<file path="src/rtl/psum_readout.sv">
// Partial-sum readout: captures psum vectors into a small vector FIFO and
// streams them out one column word per beat over a valid/ready interface.
module psum_readout #(
  parameter int col     = 8,
  parameter int bw      = 8,
  parameter int bw_psum = 2*bw+4,
  parameter int DEPTH   = 4
) (
  input  logic                      clk,
  input  logic                      reset,
  input  logic [bw_psum*col-1:0]    psum_in,
  input  logic                      psum_valid,
  output logic [bw_psum-1:0]        o_data,
  output logic [$clog2(col)-1:0]    o_col,
  output logic                      o_last,
  output logic                      o_valid,
  input  logic                      o_ready,
  output logic                      overflow,
  output logic [$clog2(DEPTH):0]    fifo_count
);

  localparam int CW = $clog2(col);
  localparam int AW = $clog2(DEPTH);
  localparam int VW = bw_psum*col;
  localparam logic [AW:0]   FULL     = (AW+1)'(DEPTH);
  localparam logic [CW-1:0] LAST_COL = CW'(col-1);

  typedef enum logic {IDLE, SEND} state_t;

  state_t                 state, state_nx;
  logic [DEPTH-1:0][VW-1:0] mem;
  logic [AW-1:0]          wr_ptr, rd_ptr;
  logic [VW-1:0]          head, sr;
  logic                   push, drop, pop, advance, go_idle;
  logic                   hs, last_hs, not_empty;

  // Full is judged on the registered count, so a same-cycle pop never rescues a strobe.
  assign not_empty = (fifo_count != '0);
  assign push      = psum_valid && (fifo_count != FULL);
  assign drop      = psum_valid && (fifo_count == FULL);
  assign head      = mem[rd_ptr];
  assign hs        = o_valid && o_ready;
  assign last_hs   = hs && (o_col == LAST_COL);
  assign o_last    = o_valid && (o_col == LAST_COL);

  always_ff @(posedge clk) begin
    if (reset) state <= IDLE;
    else       state <= state_nx;
  end

  always_comb begin
    state_nx = state;
    pop      = 1'b0;
    advance  = 1'b0;
    go_idle  = 1'b0;
    case (state)
      IDLE: if (not_empty) begin
        pop      = 1'b1;
        state_nx = SEND;
      end
      SEND: begin
        if (last_hs) begin
          // Back-to-back vectors chain without a bubble.
          if (not_empty) pop = 1'b1;
          else begin
            go_idle  = 1'b1;
            state_nx = IDLE;
          end
        end else if (hs) begin
          advance = 1'b1;
        end
      end
      default: state_nx = IDLE;
    endcase
  end

  always_ff @(posedge clk) begin
    if (push) mem[wr_ptr] <= psum_in;
  end

  always_ff @(posedge clk) begin
    if (reset) begin
      wr_ptr     <= '0;
      rd_ptr     <= '0;
      fifo_count <= '0;
      overflow   <= 1'b0;
      o_valid    <= 1'b0;
      o_data     <= '0;
      o_col      <= '0;
      sr         <= '0;
    end else begin
      if (push) wr_ptr <= wr_ptr + AW'(1);
      if (pop)  rd_ptr <= rd_ptr + AW'(1);
      fifo_count <= fifo_count + (AW+1)'(push) - (AW+1)'(pop);
      if (drop) overflow <= 1'b1;
      if (pop) begin
        o_data  <= head[bw_psum-1:0];
        sr      <= head >> bw_psum;
        o_col   <= '0;
        o_valid <= 1'b1;
      end else if (advance) begin
        o_data  <= sr[bw_psum-1:0];
        sr      <= sr >> bw_psum;
        o_col   <= o_col + CW'(1);
      end else if (go_idle) begin
        o_valid <= 1'b0;
      end
    end
  end

endmodule
</file>
<file path="config.mk">
export PLATFORM = sky130hd
export DESIGN_NAME = psum_readout
export DESIGN_NICKNAME = d
export VERILOG_FILES = /design/src/rtl/psum_readout.sv
export SDC_FILE = /design/constraint.sdc
export NUM_CORES = 1
export LEC_CHECK = 0
export CAP_MARGIN = 15
export CORE_MARGIN = 2
export CORE_UTILIZATION = 40
export CTS_BUF_LIST = sky130_fd_sc_hd__clkbuf_4
export DETAILED_ROUTE_END_ITERATION = 10
export DONT_BUFFER_PORTS = 1
export PLACE_DENSITY = 0.53
export SLEW_MARGIN = 10
export SYNTH_ARGS = -nofsm -noshare
export SYNTH_HDL_FRONTEND = slang
export SYNTH_SLANG_ARGS = --single-unit
</file>
<file path="constraint.sdc">
create_clock -name clk -period 11.95 [get_ports clk]
set_clock_uncertainty 0.05 [all_clocks]
set_input_delay 2.39 -clock clk [delete_from_list [all_inputs] [get_ports clk]]
set_output_delay 2.39 -clock clk [all_outputs]
set_load 0.05 [all_outputs]
</file>
==> key figures, run 1 <==
Outcome
  – Run status: completed

Critical path
  – Kind of start point of the critical path: register
  – Worst Path Max Fanout: 6
  – Delay of the slowest critical-path stage: approximately 0.7 ns
  – Critical-path cell list: ha_1 -> ha_1 -> and2_1
  – RR Startpoint: fifo_count[1]
  – Required @ worst endpoint: between 9 and 10 ns
  – Most Frequent Cell on Critical Path: ha_1
  – Critical path arrival: 2.69 ns
  – Delay-heaviest family, CP: flip-flops
  – Setup CP Type: register to primary output
  – Critical path origin: o_col[0]
  – CP max-delay cell: dfxtp_1
  – CP Capture Type: primary output
  – CP Buf/Inv Count: 0

GRT
  – Initial antenna violation count: 3
  – Aggregate global-route resource usage: 0.1858
  – First-pass GRT wire length: roughly 110,000 um
  – Congestion Overflow GR: 0
  – Largest net degree at the start of global routing: ~170
  – Vias in the first global route: 16,550

CTS
  – H-tree Lvls: 4
  – CTS tree: built
  – Post-CTS setup buffers: 0
  – Clk sinks: 813
  – Clock-pin slew on the worst setup and hold paths: approximately 0.070 ns
  – Root Driver: clkbuf_4
  – Post-CTS Resized: 0
  – # hold bufs at CTS: 0
  – Clock Path Buffers: 3
  – Clock buffer count from CTS: around 210
  – Worst skew pair latency: about 1.0 ns

Placement
  – Dpl ws: a little over 6 ns
  – Port Buf Inserts: 0
  – Final HPWL DP: between 30,000 and 40,000 um
  – Placed Cells incl. Taps: around 2,500
  – Final GP Congestion: 0.7182

Run
  – Max cap viols: 0

Synth
  – Register bit total from synthesis: a little over 800
  – Sequential share of the synthesized area: 0.7533
  – Mean Syn Cell Area: 18.45 um^2
  – Unique masters post-synth: 31
  – Dominant cells by area after synthesis: edfxtp_1 (64%), mux4_2 (12%), dfxtp_1 (12%)
  – Synth Warn #: 0
  – Synth async-reset ratio: 0
  – Post-Syn Area: approximately 30,000 um^2
  – Dominant cell type by area after synthesis: edfxtp_1
  – Commonest cells post-synth: edfxtp_1 (640), dfxtp_1 (173), a21oi_1 (162), nand3_1 (162), mux4_2 (160)
  – Top_reg_cell synth: edfxtp_1
  – Post-synthesis instance total: between 1,500 and 2,000
  – Count leader, synth: edfxtp_1
  – Synth top area share: 0.6383
  – EDFF count, synth: 640
  – Post-Syn Nets: ~1,800

STA
  – Setup repair after global routing missed its margin: no
  – Setup violations, final: 0
  – Final Hold Fails: 0
  – Fin. max-slew vios: 0
  – Final period util: 0.4297
  – Fin Setup TNS: 0 ns
  – Worst-margin pin slew: between 1 and 1.5 ns
  – Worst hold margin: slightly above 0.4 ns
  – Final WS setup: slightly below 7 ns
  – Max_slew headroom: 0.2650
  – Fmax: 194.7 MHz
  – Period minus WS final: between 5 and 6 ns

Finish
  – Share of layout cells above drive strength 1: 0.2880
  – Fill cells: about 6,500
  – Post-Layout Cell Count: between 2,000 and 3,000
  – Area delta synth->final: 11.89%
  – Nets: 1,910

Drt
  – Total wire length: just over 70,000 um
  – Drt initial violations: 1,024
  – Vias per inst: approximately 5.5
  – Avg WL per Cell: 24.78 um
  – Drt drc: 0
  – Vias: around 16,000
  – First-pass iteration count of the detailed router: 4
  – ANT nets after route: 0

Die
  – I/O pin count: between 150 and 200
  – Die width: between 200 and 300 um
  – Total core area: around 74,000 um^2
  – Die height: ~280 um
  – Row count: 100
  – Die area: ~77,000 um^2
  – Initial Utilization: 0.4044

Pwr
  – Leakage: ~11 nW
  – VDD IR-drop max: roughly 180 uV
  – Final Total Pwr: between 8 and 9 mW
  – Power density over the cells: approximately 240 nW/um^2

Min path
  – Hold path start: sr[38]
  – Hold Crit Class: register to register
==> flip-flops by register name, indices dropped and copies added, names as in the netlist <==
name / cells
state: 1
fifo_count: 3
sr: 140
overflow: 1
o_col: 3
wr_ptr: 2
o_valid: 1
rd_ptr: 2
o_data: 20
mem: 640
==> kinds of logic (layout without fill, tap and decap cells) <==
| family | count (synthesis) | in the layout | synth area share |
|---|---|---|---|
| compound gates | 307 | 307 | 0.06346 |
| xor+xnor | 6 | 6 | 0.001745 |
| fa+ha+maj | 8 | 8 | 0.003574 |
| buf+inv | 127 | 408 | 0.02306 |
| flops | 813 | 813 | 0.7533 |
| mux | 163 | 163 | 0.1207 |
| other cells | 0 | 6 | 0 |
| simple gates | 208 | 208 | 0.03416 |
==> metrics by stage <==
step             util  instance area [um^2]
4_1_cts        0.4523                 33670
2_1_floorplan       -                 30110
3_5_place_dp   0.4144                 30850
6_report       0.4525                 33690
3_3_place_gp   0.4144                 30850
5_1_grt        0.4524                 33680
==> final timing paths <==
path,endpoint,slack [ns],depth (start not counted)
min reg2reg,sr[38],0.41,2
max,o_last,6.82,3
min,sr[38],0.41,2
max reg2reg,mem[577],7.76,6
==> cells in the final DEF (no fill, tap or decap), drive strengths merged <==
cell | Yosys | final
nand3 | 162 | 162
nor2 | 8 | 8
a21boi | 2 | 2
or3 | 1 | 1
and4b | 1 | 1
xnor2 | 5 | 5
clkinvlp | 0 | 2
mux2i | 3 | 3
xor2 | 1 | 1
diode | 0 | 6
edfxtp | 640 | 640
ha | 7 | 7
fa | 1 | 1
clkinv | 0 | 29
bufinv | 0 | 2
nand4b | 1 | 1
clkbuf | 50 | 345
nor3 | 3 | 3
o21ai | 1 | 1
and3 | 1 | 1
a21oi | 162 | 162
mux4 | 160 | 160
buf | 73 | 21
o211ai | 1 | 1
a22oi | 140 | 140
a31oi | 1 | 1
nor2b | 2 | 2
inv | 4 | 9
dfxtp | 173 | 173
nand2b | 1 | 1
and2 | 5 | 5
nand2 | 23 | 23
==> tightest hold or removal path, delay by kind of cell, from the launching register on <==
kind / cells / cell delay, ns
compound gates: 1 / 0.05
simple gates: 1 / 0.06
flops: 1 / 0.31
==> final cells by class <==
cell class                 instances  area, um^2  share of cell area
tap                              969        1212             0.03599
timing repair buffer              21       182.7            0.005422
clock buffer                     345        2590             0.07688
inverter                           4       15.01           0.0004457
sequential                       813       22690              0.6735
multi-input combinational        692        6754              0.2005
antenna                            6       15.01           0.0004457
clock inverter                    38       231.5            0.006871
==> where the power goes <==
part | internal [mW] | switching (mW)
registers | 3.57 | 0.400
logic | 0.653 | 0.966
clock network | 1.34 | 1.11
total | 5.56 | 2.47
==> per-layer routing <==
layer,track usage,part of all wire,vias up
met5,0,0,-
met4,0.07803,0.023,0
met3,0.06556,0.083,123
met2,0.3157,0.51,498
met1,0.2132,0.38,8130
li1,-,-,7024
(Power assumes the default switching activity.)
==> run 2, diff against run 1 <==
==> constraint.sdc (replaced) <==
create_clock -name clk -period 4.95 [get_ports clk]
set_clock_uncertainty 0.05 [all_clocks]
set_input_delay 0.99 -clock clk [delete_from_list [all_inputs] [get_ports clk]]
set_output_delay 0.99 -clock clk [all_outputs]
set_load 0.05 [all_outputs]
==> key figures, run 2 (synthesis gave the netlist of run 1 again) <==
Drt
  – Avg WL per Cell: 23.88 um (-3.6%)
  – First-pass iteration count of the detailed router: 5 (+1)
  – Vias per inst: 5.433 (-0.54%)
  – Total wire length: 73,340 um (+2.5%)
  – Vias: 16,680 (+5.8%)
  – Drt initial violations: 1,145 (+12%)
  – Drt drc: 0 (unchanged)
  – ANT nets after route: 0 (unchanged)

Critical path
  – Required @ worst endpoint: 3.91 ns (-5.60 ns)
  – Worst Path Max Fanout: 6 (unchanged)
  – Most Frequent Cell on Critical Path: ha_1
  – Setup CP Type: register to primary output
  – Crit. path cell count: 3 (unchanged)
  – Reg2reg end: mem[534]
  – CP Capture Type: primary output
  – Delay-heaviest family, CP: flip-flops
  – Critical path origin: o_col[0]
  – CP Buf/Inv Count: 0 (unchanged)
  – CP max-delay cell: dfxtp_1
  – RR Startpoint: fifo_count[1]
  – Critical-path cell list: ha_1 -> ha_1 -> and2_1
  – Kind of start point of the critical path: register
  – Delay of the slowest critical-path stage: 0.67 ns (-0.03 ns)
  – Worst-case reg-to-reg path depth: 4 (-2)
  – Critical path arrival: 2.70 ns (about the same)
  – R2r setup slk: 1.81 ns (-5.95 ns)

CTS
  – Worst skew pair latency: 1.04 ns (about the same)
  – Clock Path Buffers: 3 (unchanged)
  – H-tree Lvls: 4 (unchanged)
  – Root Driver: clkbuf_4
  – CTS tree: built
  – Clk sinks: 813 (unchanged)
  – Post-CTS Resized: 0 (unchanged)
  – Clock buffer count from CTS: 209 (+1.5%)
  – Clock-pin slew on the worst setup and hold paths: 0.07 ns (about the same)
  – Post-CTS setup buffers: 0 (unchanged)

Pwr
  – Leakage: 11.54 nW (+7.5%)
  – Power density over the cells: 553.6 nW/um^2 (+130%)
  – VDD IR-drop max: 563.7 uV (+210%)

STA
  – Worst-margin pin slew: 1.138 ns (+0.03522 ns)
  – Final Hold Fails: 0 (unchanged)
  – Fin. max-slew vios: 0 (unchanged)
  – Fin Setup TNS: 0 ns (unchanged)
  – Worst hold margin: 0.1459 ns (-0.2681 ns)
  – Period minus WS final: between 3 and 4 ns
  – Setup violations, final: 0 (unchanged)
  – Final period util: 0.7563
  – Setup repair after global routing missed its margin: no
  – Fmax: between 200 and 300 MHz
  – Max_slew headroom: 0.2415 (-0.02348)

Die
  – Die width: 278.4 um (unchanged)
  – I/O pin count: 193 (unchanged)
  – Die area: 77,480 um^2 (unchanged)
  – Total core area: 74,450 um^2 (unchanged)
  – Row count: 100 (unchanged)
  – Die height: 278.4 um (unchanged)
  – Initial Utilization: 0.4044 (unchanged)

Finish
  – Nets: 2,091 (+9.5%)
  – Most common cell after layout, fill and taps aside: edfxtp_1
  – Most frequent cells in the layout: edfxtp_1 (640), clkbuf_4 (339), dfxtp_1 (171)
  – Final Cell Area: 35,620 um^2 (+5.7%)
  – Biggest regs: mem x640, sr x140, o_data x20
  – Share of layout cells above drive strength 1: 0.2684 (-0.01961)
  – Area delta synth->final: 18.31%
  – Largest Register: mem
  – Layout Utilization: 0.4785 (+0.02595)
  – Post-Layout Cell Count: 3,071 (+6.3%)
  – Max reg flops: 640 (unchanged)

GRT
  – Busiest layer in global routing: met2
  – M3 GR Usage: 0.04953 (-0.01603)
  – Initial antenna violation count: 12 (+9)
  – Congestion Overflow GR: 0 (unchanged)
  – GRT met2 Usage: 0.3274 (+0.01173)
  – Largest net degree at the start of global routing: 174 (unchanged)
  – Met1 Use GR: 0.2390 (+0.02582)
  – Vias in the first global route: 17,540 (+6.0%)
  – Aggregate global-route resource usage: 0.1916 (+0.005799)
  – First-pass GRT wire length: 110,100 um (+4.7%)

Run
  – Max cap viols: 0 (unchanged)

Placement
  – Port Buf Inserts: 0 (unchanged)
  – Final HPWL DP: 41,530 um (+4.6%)
  – Final GP Congestion: 0.7614 (+6.0%)
  – Placed Cells incl. Taps: 2,515 (+0.64%)
  – DP Area: 31,140 um^2 (+0.92%)

Min path
  – Hold Crit Class: primary input to register
  – Hold Path Sink: o_valid
  – Hold path start: o_ready
  – Hold Path Depth: 3 (+1)

Outcome
  – Run status: completed
[run 2: cell types whose count changed in the layout (fill, tap and decap cells not counted), moves of 3 or more]
cell and delta:
buf_4 +3, clkbuf_4 -6, dlygate4sd3_1 +161, diode_2 +6, buf_12 +13, clkinv_1 +6
[run 2: repair_timing]
action / in CTS / in global routing
endpoints found under the setup margin: 0 / 0
endpoints found under the hold margin: 813 / 0
hold buffers: 162 / 0
[run 2: final cells by class]
class                           instances  area, um^2
Timing Repair Buffer                  199        2105
Tap cell                              969        1212
Clock inverter                         43       271.5
Multi-Input combinational cell        692        6754
Inverter                                4       15.01
Fill cell                            6431       38820
Antenna cell                           12       30.03
Sequential cell                       813       22690
Clock buffer                          339        2545
[run 2: worst max path at each step]
stage               end  slack (ns)
6_report         o_last        1.21
5_1_grt          o_last        1.01
4_1_cts          o_last        1.06
3_5_place_dp   mem[534]        1.70
3_3_place_gp   mem[545]        1.74
2_1_floorplan    mem[0]        1.03
[run 2: per-layer routing]
layer,up-vias,share of wire
met5,-,0.0011
met4,14,0.016
met3,123,0.059
met2,475,0.52
met1,8692,0.41
li1,7380,-
[run 2: metrics by stage]
| stage | setup WS [ns] | power (mW) |
|---|---|---|
| after floorplan | 1.025 | 12.53 |
| after global placement | 1.744 | 13.81 |
| after detailed placement | 1.701 | 13.88 |
| after CTS | 1.058 | 20.04 |
| after global routing | 1.012 | 20.76 |
| final | 1.206 | 19.72 |
[run 2: report_power, final]
group / total, mW / internal (mW) / leakage [nW] / switching [mW]
registers: 9.67 / 8.61 / 7.28 / 1.07
logic: 4.15 / 1.76 / 2.57 / 2.39
clock network: 5.90 / 3.24 / 1.69 / 2.66
[run 2: worst min-delay path, stage by stage]
cell     delay (ns)
nand3_1        0.07
nand2_1        0.07
a21oi_1        0.06
